### config.mk
export PLATFORM = sky130hd
export DESIGN_NAME = mem_arbiter
export DESIGN_NICKNAME = d
export VERILOG_FILES = /design/src/rtl/mem_arbiter_pkg.sv /design/src/rtl/mem_arbiter_grant.sv /design/src/rtl/mem_arbiter.sv
export SDC_FILE = /design/constraint.sdc
export NUM_CORES = 1
export LEC_CHECK = 0
export ABC_AREA = 1
export ABC_CLOCK_PERIOD_IN_PS = 1500
export CAP_MARGIN = 20
export CORE_AREA = 10 10 135 137
export DETAILED_ROUTE_END_ITERATION = 12
export DIE_AREA = 0 0 145 147
export DONT_BUFFER_PORTS = 1
export PLACE_DENSITY = 0.5
export SYNTH_ARGS = -nofsm -noshare
export SYNTH_HDL_FRONTEND = slang
export SYNTH_SLANG_ARGS = --single-unit
### constraint.sdc
create_clock -name i_clk -period 1.5 [get_ports i_clk]
set_clock_uncertainty 0.2 [all_clocks]
set_input_delay 0.15 -clock i_clk [delete_from_list [all_inputs] [get_ports i_clk]]
set_output_delay 0.15 -clock i_clk [all_outputs]
set_load 0.005 [all_outputs]
### src/rtl/mem_arbiter_pkg.sv
// Shared types for the two-requester data-memory arbiter.
package mem_arbiter_pkg;

  typedef logic [31:0] word;

  localparam int ARB_NREQ = 2;

  typedef enum logic [1:0] {
    IDLE,
    ACCESS,
    RESP
  } arb_state_t;

endpackage

### src/rtl/mem_arbiter_grant.sv
// Combinational winner select for two requesters.
// MEM_ARB_ROUND_ROBIN_EN selects round-robin; otherwise requester 0 has fixed priority.
module arb_grant (
  input  logic [1:0] req_valid,
`ifdef MEM_ARB_ROUND_ROBIN_EN
  input  logic       last_winner,
`endif
  output logic       grant_any,
  output logic       grant_idx
);

  always_comb begin
    grant_any = |req_valid;
    grant_idx = 1'b0;
`ifdef MEM_ARB_ROUND_ROBIN_EN
    // On a tie the requester that did not win last time goes next.
    if (req_valid == 2'b11) begin
      grant_idx = ~last_winner;
    end else begin
      grant_idx = req_valid[1];
    end
`else
    grant_idx = ~req_valid[0] & req_valid[1];
`endif
  end

endmodule

### src/rtl/mem_arbiter.sv
// Shares the single-ported data memory between two valid/ready requesters, one word access at a time.
// Grant policy: MEM_ARB_ROUND_ROBIN_EN defined -> round-robin, undefined -> fixed priority to requester 0.
module mem_arbiter
  import mem_arbiter_pkg::*;
#(
  parameter int NREQ = ARB_NREQ
) (
  input  logic            i_clk,
  input  logic            i_rst_n,
  input  logic [NREQ-1:0] i_req_valid,
  output logic [NREQ-1:0] o_req_ready,
  input  logic [NREQ-1:0] i_req_we,
  input  word             i_req_addr   [0:NREQ-1],
  input  word             i_req_wdata  [0:NREQ-1],
  output logic [NREQ-1:0] o_resp_valid,
  input  logic [NREQ-1:0] i_resp_ready,
  output word             o_resp_rdata,
  output word             o_mem_r_addr,
  input  word             i_mem_r_data,
  output word             o_mem_w_addr [0:NREQ-1],
  output word             o_mem_w_data [0:NREQ-1],
  output logic [NREQ-1:0] o_mem_w_en
);

  arb_state_t state;
  arb_state_t state_next;

  logic grant_any;
  logic grant_idx;
  logic g_q;
  logic we_q;
  word  addr_q;
  word  wdata_q;

`ifdef MEM_ARB_ROUND_ROBIN_EN
  logic ptr_q;
`endif

  arb_grant u_grant (
    .req_valid   (i_req_valid),
`ifdef MEM_ARB_ROUND_ROBIN_EN
    .last_winner (ptr_q),
`endif
    .grant_any   (grant_any),
    .grant_idx   (grant_idx)
  );

  always_ff @(posedge i_clk) begin
    if (!i_rst_n) begin
      state <= IDLE;
    end else begin
      state <= state_next;
    end
  end

  // The accepted request is captured once and held for the whole transaction.
  always_ff @(posedge i_clk) begin
    if (!i_rst_n) begin
      g_q     <= 1'b0;
      we_q    <= 1'b0;
      addr_q  <= '0;
      wdata_q <= '0;
    end else if (state == IDLE && grant_any) begin
      g_q     <= grant_idx;
      we_q    <= i_req_we[grant_idx];
      addr_q  <= i_req_addr[grant_idx];
      wdata_q <= i_req_wdata[grant_idx];
    end
  end

`ifdef MEM_ARB_ROUND_ROBIN_EN
  always_ff @(posedge i_clk) begin
    if (!i_rst_n) begin
      ptr_q <= 1'b0;
    end else if (state == IDLE && grant_any) begin
      ptr_q <= grant_idx;
    end
  end
`endif

  always_comb begin
    state_next = state;
    case (state)
      IDLE:    if (grant_any) state_next = ACCESS;
      ACCESS:  state_next = RESP;
      RESP:    if (i_resp_ready[g_q]) state_next = IDLE;
      default: state_next = IDLE;
    endcase
  end

  // Read data is valid in RESP because memory registered the address at the end of ACCESS.
  always_comb begin
    o_req_ready  = '0;
    o_resp_valid = '0;
    o_mem_w_en   = '0;
    o_resp_rdata = '0;
    case (state)
      IDLE:    o_req_ready[grant_idx] = grant_any;
      ACCESS:  o_mem_w_en[0] = we_q;
      RESP: begin
        o_resp_valid[g_q] = 1'b1;
        o_resp_rdata      = we_q ? '0 : i_mem_r_data;
      end
      default: ;
    endcase
  end

  assign o_mem_r_addr    = addr_q;
  assign o_mem_w_addr[0] = addr_q;
  assign o_mem_w_data[0] = wdata_q;
  assign o_mem_w_addr[1] = '0;
  assign o_mem_w_data[1] = '0;

endmodule

# Word-level counts from Yosys, hierarchy flattened
# Cells that the tools add are included.
# W data, S select, Z words.
dict set report totals {
  ram_bits 0
  rom_bits 0
  elab_cells 46
  out_inout_bits 198
  reg_bits 68
  latchBits 0
  mem_count 0
}
dict set report op_classes {
  div_mod_pow 0
  multipliers 0
  add_sub_neg 0
  n_eq_ne 4
  shift 0
  n_bitwise 4
  reduce_logical 6
  n_mux 22
  magnitude_cmp 5
}
# operator n
set op_table {}
lappend op_table {{$mux W32} 8}
lappend op_table {{$mux W2} 4}
lappend op_table {{$mux W1} 7}
lappend op_table {{$pmux W2 S3} 1}
lappend op_table {{$lt A1 B2 Y1 const B} 2}
lappend op_table {{$ne A2 B2 Y1 const B} 2}
lappend op_table {{$logic_and A1 B1 Y1} 3}
lappend op_table {{$and A2 B2 Y2} 1}
lappend op_table {{$demux W1 S1} 2}
lappend op_table {{$eq A2 B1 Y1 const B} 1}
lappend op_table {{$eq A2 B2 Y1 const B} 1}
lappend op_table {{$ge A1 B1 Y1 const B} 2}
lappend op_table {{$ge A2 B2 Y1 const B} 1}
lappend op_table {{$logic_not A2 Y1} 1}
lappend op_table {{$not A1 Y2} 1}
lappend op_table {{$reduce_and A2 Y1} 1}
lappend op_table {{$reduce_or A2 Y1} 1}
lappend op_table {{$and A1 B1 Y1} 1}
lappend op_table {{$not A1 Y1} 1}

# Logic depth before layout (Yosys ltp)
dict set report logic_depth {
  ltp_word 8
  depth_mapped 8
  depth_no_buf 7
}

# By module
# From an unflattened synthesis, not the netlist that was laid out.
dict set report hier_totals {
  cells_unflattened 692
  hier_area_um2 4240.3
}
# mod area_each_um2 seq_area_each_um2 cells_per_inst instances
set modules_own_cells {}
lappend modules_own_cells {mem_arbiter 4225.3 1361.3 688 1}
lappend modules_own_cells {arb_grant 15.0 0.0 4 1}

# Worst setup path after synthesis
# OpenSTA, ideal clock, no wires.
dict set report synth_timing {
  path_type {register -> output}
  from {register state[1]}
  to {output o_resp_rdata[0]}
  stages_incl_launch_ff 6
  n_path_buf 1
  arrival_ns 0.964
  path_slack_ns 0.186
  path_cell_list {dfxtp_1 > inv_1 > nor2_1 > clkinv_1 > clkbuf_1 > nor2_1}
}
dict set report synth_via {
  elab_chain_len 2
}
# element line_no
set synth_lines {}
lappend synth_lines {{start, declared} mem_arbiter.sv:25} ;# arb_state_t state;
lappend synth_lines {{start signal, assigned} mem_arbiter.sv:52} ;# state <= state_next;
lappend synth_lines {{$eq A2 B2 Y1} mem_arbiter.sv:97} ;# case (state)
lappend synth_lines {{$mux W32} mem_arbiter.sv:97}
lappend synth_lines {{end, declared} mem_arbiter.sv:17} ;# output word o_resp_rdata,
# Every way passes these cells.

# Worst setup path in the final report
dict set report layout_timing {
  from {register state[1]}
  to {output o_resp_rdata[26]}
}
# Same word-level chain as after synthesis.

==> results.txt <==
* Synthesized area per cell: 6.21 µm²
- The Yosys step of the flow raised 0 warnings.
- Grt ovf: 0
- Total of max-cap violations: 0
- The repair_antennas step left the layout with diodes totalling 0.
- DRT Pass-1 Iters: 5
- Capture point of the critical path: o_resp_rdata[26]
- Dividing total power by cell area gives a power density of ~930 mW/mm².
- Mux contribution to synthesized area: 0
- Area delta synth->final: 43.0%
* Filler instances: between 1,500 and 2,000
- Along the worst path, the maximum fanout reaches 17.
- The congestion estimate from routability-driven global placement came to 0.760.
- Horiz. Die Dim: about 150 µm
- The slowest stage of the critical path belongs to the cell sky130_fd_sc_hd__dfxtp_2.
* Synthesized-area fraction occupied by adder cells: 0
- Total I/O pin count: around 370
- Remaining antenna violation count after routing: 0
- Number of levels the H-tree was split into: 3
- After routing the design area is ~0.006 mm².
- Clock root buffer master: sky130_fd_sc_hd__clkbuf_16
* WL per Instance: around 18 µm
- Count of cells along the worst register-to-register path: 8
- Outcome: complete, but fails checks
- The worst setup path is launched from a flip-flop.
* Standard cell core area: between 0.015 and 0.02 mm²
- Ratio of cells with drive above 1 in the final layout: 0.126
* Largest family of logic cells by synthesized area: simple AND/OR/NAND/NOR gates
* Clock tree from TritonCTS: yes
- Reg-to-Reg Start: state[0]
- The die covers between 0.02 and 0.025 mm².
- Max incr delay on CP: around 0.33 ns
* Vias post-DR: ~4,600
* DP HPWL: 12.3 mm
- Of the total synthesized cell area, the portion taken by XOR and XNOR cells is 0.
- Tracing the worst setup path back leads to its startpoint at state[1].
* Final number of hold-violating endpoints: 0
- In the routed design, unresolved DRC markers number 0.
- The final layout contains around 960 nets.
- Derived from the worst setup path, the maximum achievable clock frequency is 0.600 GHz.
- Effective utilization at floorplan: 0.275
- Subtracting the final worst setup slack from the clock period gives between 1.5 and 2 ns.
- Pleak: approximately 2.9 nW
- The mapped netlist covers 0.00429 mm².
* Clock-pin slew on the worst setup and hold paths: approximately 0.060 ns
* Number of port buffers: 0
- Setup repair after global routing missed its margin: yes
- Maximum vdd ir drop: 532 µV
- The tightest min-delay check is of the in -> reg type.
- Share of the clock period used by the worst path: 1.11
- The endpoint identified for the worst register-to-register timing path is wdata_q[19].
* Count of different cell masters after synthesis: 19
- After detailed routing, the number of vias per cell comes to approximately 4.5.
* DIE HEIGHT: roughly 150 µm
* Critical Path Sink Type: output pin
- Start-to-end type of the worst setup path: reg -> out
* Number of DRC markers in iteration 0: ~170
- The number of placed instances, taps included, is between 800 and 900.
- At the later pin of the worst-skew pair, clock insertion delay measures between 0.3 and 0.4 ns.
- Sink count of the clock tree: 68
- Setup violations remaining at the end of the flow were counted as 55.
- Post-route non-filler standard cell count: ~1,000
- Entering global routing, the biggest net connects 36 pins.
* Reg-to-reg slack, setup: -0.11 ns
- Across every metal layer, demand over resource in global routing totals 0.159.
* Critical path data required time: approximately 1.2 ns
- Violated checks: negative setup slack
- TritonCTS created 9 clock buffers.
- The via count of the first global-routing pass is roughly 4,800.
- The final-report max-slew violation count came to 0.
* Fin worst setup slack: -0.167 ns
- Of the synthesized area, sequential elements account for 0.317.
* Std-Cell Rows: 46
- Maximum clock insertion buffer count: 2
- The critical path crosses 6 cells after its start point.
- CP Cell Sequence: inv_2 > nor2_4 > clkinv_4 > buf_12 > nor2_2 > buf_4
- Of the total synthesized cell area, the portion taken by AND, OR, NAND and NOR gates is 0.366.
- Counting every instance in the synthesized netlist gives 691.
- The synthesized design contains between 60 and 70 register bits.
- Routed Wire Length: around 19 mm
* Arrival time of data at the critical path endpoint: around 1.3 ns
- The initial antenna violation count is 0.
* Placed standard-cell area: ~0.0041 mm²
- WP buf/inv: 4
* Compound-cell area share of the yosys netlist: 0.0802
- The cell family contributing the most delay on the critical path is buffers and inverters.
- The first global-routing pass estimated around 27 mm of wire.
- At the placement stage, the worst setup path has a slack of around 0.12 ns.
[registers in the layout, summed over array words and instances, names as in the netlist]
signal / count
g_q: 1
o_mem_r_addr: 32
state: 2
wdata_q: 32
we_q: 1
[stage by stage]
stage | util | power [mW] | setup TNS (ns) | hold WS [ns]
2_1_floorplan | - | 3.16 | 0 | 0.0918
3_3_place_gp | 0.262 | 3.22 | 0 | 0.0973
3_5_place_dp | 0.262 | 3.23 | 0 | 0.101
4_1_cts | 0.382 | 5.67 | -4.43 | 0.0859
5_1_grt | 0.393 | 6.09 | -8.91 | 0.102
6_report | 0.393 | 5.73 | -4.29 | 0.100
[routing by layer]
layer | wire length [µm] | vias up | global-route usage
met5 | 0 | - | 0
met3 | 1580 | 25 | 0.0639
li1 | - | 2184 | -
met2 | 9360 | 252 | 0.279
met1 | 7280 | 2111 | 0.170
met4 | 284 | 0 | 0.0501
[worst register-to-register path: stages (launching register included)]
cell and delay, ns:
sky130_fd_sc_hd__dfxtp_2 0.37, sky130_fd_sc_hd__inv_1 0.06, sky130_fd_sc_hd__nand2_2 0.16, sky130_fd_sc_hd__nor2_4 0.06, sky130_fd_sc_hd__buf_12 0.14, sky130_fd_sc_hd__buf_12 0.13
sky130_fd_sc_hd__clkbuf_16 0.17, sky130_fd_sc_hd__o21ai_0 0.16, sky130_fd_sc_hd__nor2_1 0.06
[kinds of logic (layout without fill, tap and decap cells)]
family | Yosys count | count (layout)
AOI/OAI and AO/OA | 68 | 68
buffers and inverters | 148 | 192
DFF | 68 | 68
other | 1 | 65
and+or+nand+nor | 406 | 406
[layout by cell type (no fill, tap or decap)]
cell | synthesis | layout
sky130_fd_sc_hd__nand3_1 | 34 | 34
sky130_fd_sc_hd__nor2_1 | 106 | 68
sky130_fd_sc_hd__nor2_4 | 0 | 16
sky130_fd_sc_hd__dlymetal6s4s_1 | 0 | 2
sky130_fd_sc_hd__clkbuf_8 | 0 | 1
sky130_fd_sc_hd__inv_4 | 0 | 1
sky130_fd_sc_hd__clkinv_4 | 0 | 1
sky130_fd_sc_hd__nor2_2 | 0 | 22
sky130_fd_sc_hd__clkinv_1 | 2 | 1
sky130_fd_sc_hd__o21ai_0 | 22 | 22
sky130_fd_sc_hd__buf_12 | 0 | 10
sky130_fd_sc_hd__inv_2 | 2 | 3
sky130_fd_sc_hd__inv_1 | 4 | 2
sky130_fd_sc_hd__o21ai_4 | 0 | 1
sky130_fd_sc_hd__o21ai_1 | 10 | 10
sky130_fd_sc_hd__a21oi_1 | 35 | 30
sky130_fd_sc_hd__dlygate4sd3_1 | 0 | 134
sky130_fd_sc_hd__buf_6 | 7 | 1
sky130_fd_sc_hd__clkbuf_1 | 16 | 1
sky130_fd_sc_hd__clkinv_2 | 0 | 4
sky130_fd_sc_hd__nor3_1 | 1 | 1
sky130_fd_sc_hd__dfxtp_2 | 0 | 2
sky130_fd_sc_hd__dfxtp_1 | 68 | 66
sky130_fd_sc_hd__clkinvlp_4 | 0 | 1
sky130_fd_sc_hd__a21oi_2 | 0 | 5
sky130_fd_sc_hd__conb_1 | 1 | 65
sky130_fd_sc_hd__nand2_1 | 264 | 262
sky130_fd_sc_hd__clkbuf_16 | 0 | 13
sky130_fd_sc_hd__nand2_2 | 1 | 3
sky130_fd_sc_hd__bufbuf_16 | 0 | 1
sky130_fd_sc_hd__buf_4 | 104 | 16
[area by class of cell]
cell class              instances  area [µm²]  share of cell area
inverters                       8        37.5             0.00612
flip-flops and latches         68        1360               0.222
clock buffers                  11         243              0.0396
multi-input cells             539        2360               0.385
well taps                     216         270              0.0440
clock inverters                 5        27.5             0.00449
repair buffers                168        1830               0.298
[Yosys cell counts]
library cell | count | area share
sky130_fd_sc_hd__nand2_2 | 1 | 0.0015
sky130_fd_sc_hd__inv_1 | 4 | 0.0035
sky130_fd_sc_hd__nor3_1 | 1 | 0.0012
sky130_fd_sc_hd__buf_6 | 7 | 0.018
sky130_fd_sc_hd__dfxtp_1 | 68 | 0.32
sky130_fd_sc_hd__o21ai_0 | 22 | 0.026
sky130_fd_sc_hd__conb_1 | 1 | 0.00087
sky130_fd_sc_hd__nand2_1 | 264 | 0.23
sky130_fd_sc_hd__buf_2 | 12 | 0.014
sky130_fd_sc_hd__inv_2 | 2 | 0.0017
sky130_fd_sc_hd__buf_4 | 104 | 0.18
sky130_fd_sc_hd__clkinv_1 | 2 | 0.0017
sky130_fd_sc_hd__o21ai_1 | 10 | 0.012
sky130_fd_sc_hd__o21ai_2 | 1 | 0.0020
sky130_fd_sc_hd__a21oi_1 | 35 | 0.041
sky130_fd_sc_hd__nand3_1 | 34 | 0.040
sky130_fd_sc_hd__nor2_1 | 106 | 0.093
sky130_fd_sc_hd__clkbuf_1 | 16 | 0.014
sky130_fd_sc_hd__buf_1 | 1 | 0.00087
[power breakdown]
part | internal (mW) | switching (mW) | leakage, nW
sequential | 2.01 | 0.221 | 0.563
combinational | 0.746 | 0.819 | 2.16
clock | 1.15 | 0.787 | 0.135
[worst min path at each step]
stage	startpoint	endpoint	slack (ns)	cells past startpoint
6_report	i_req_valid[0]	g_q	0.10	4
2_1_floorplan	i_rst_n	wdata_q[0]	0.09	2
5_1_grt	i_req_valid[0]	g_q	0.10	4
3_3_place_gp	i_rst_n	wdata_q[24]	0.1	2
4_1_cts	i_req_valid[0]	g_q	0.09	4
3_5_place_dp	i_rst_n	wdata_q[25]	0.10	2
[repair_timing]
item	CTS	global route
buffers inserted	1	3
hold buffers	136	15
endpoints found under the setup margin	36	85
gates cloned	2	4
pin swaps	0	11
hold endpoints to repair	68	14
gates resized for setup	57	14
Power figures use the tool's default switching activity.
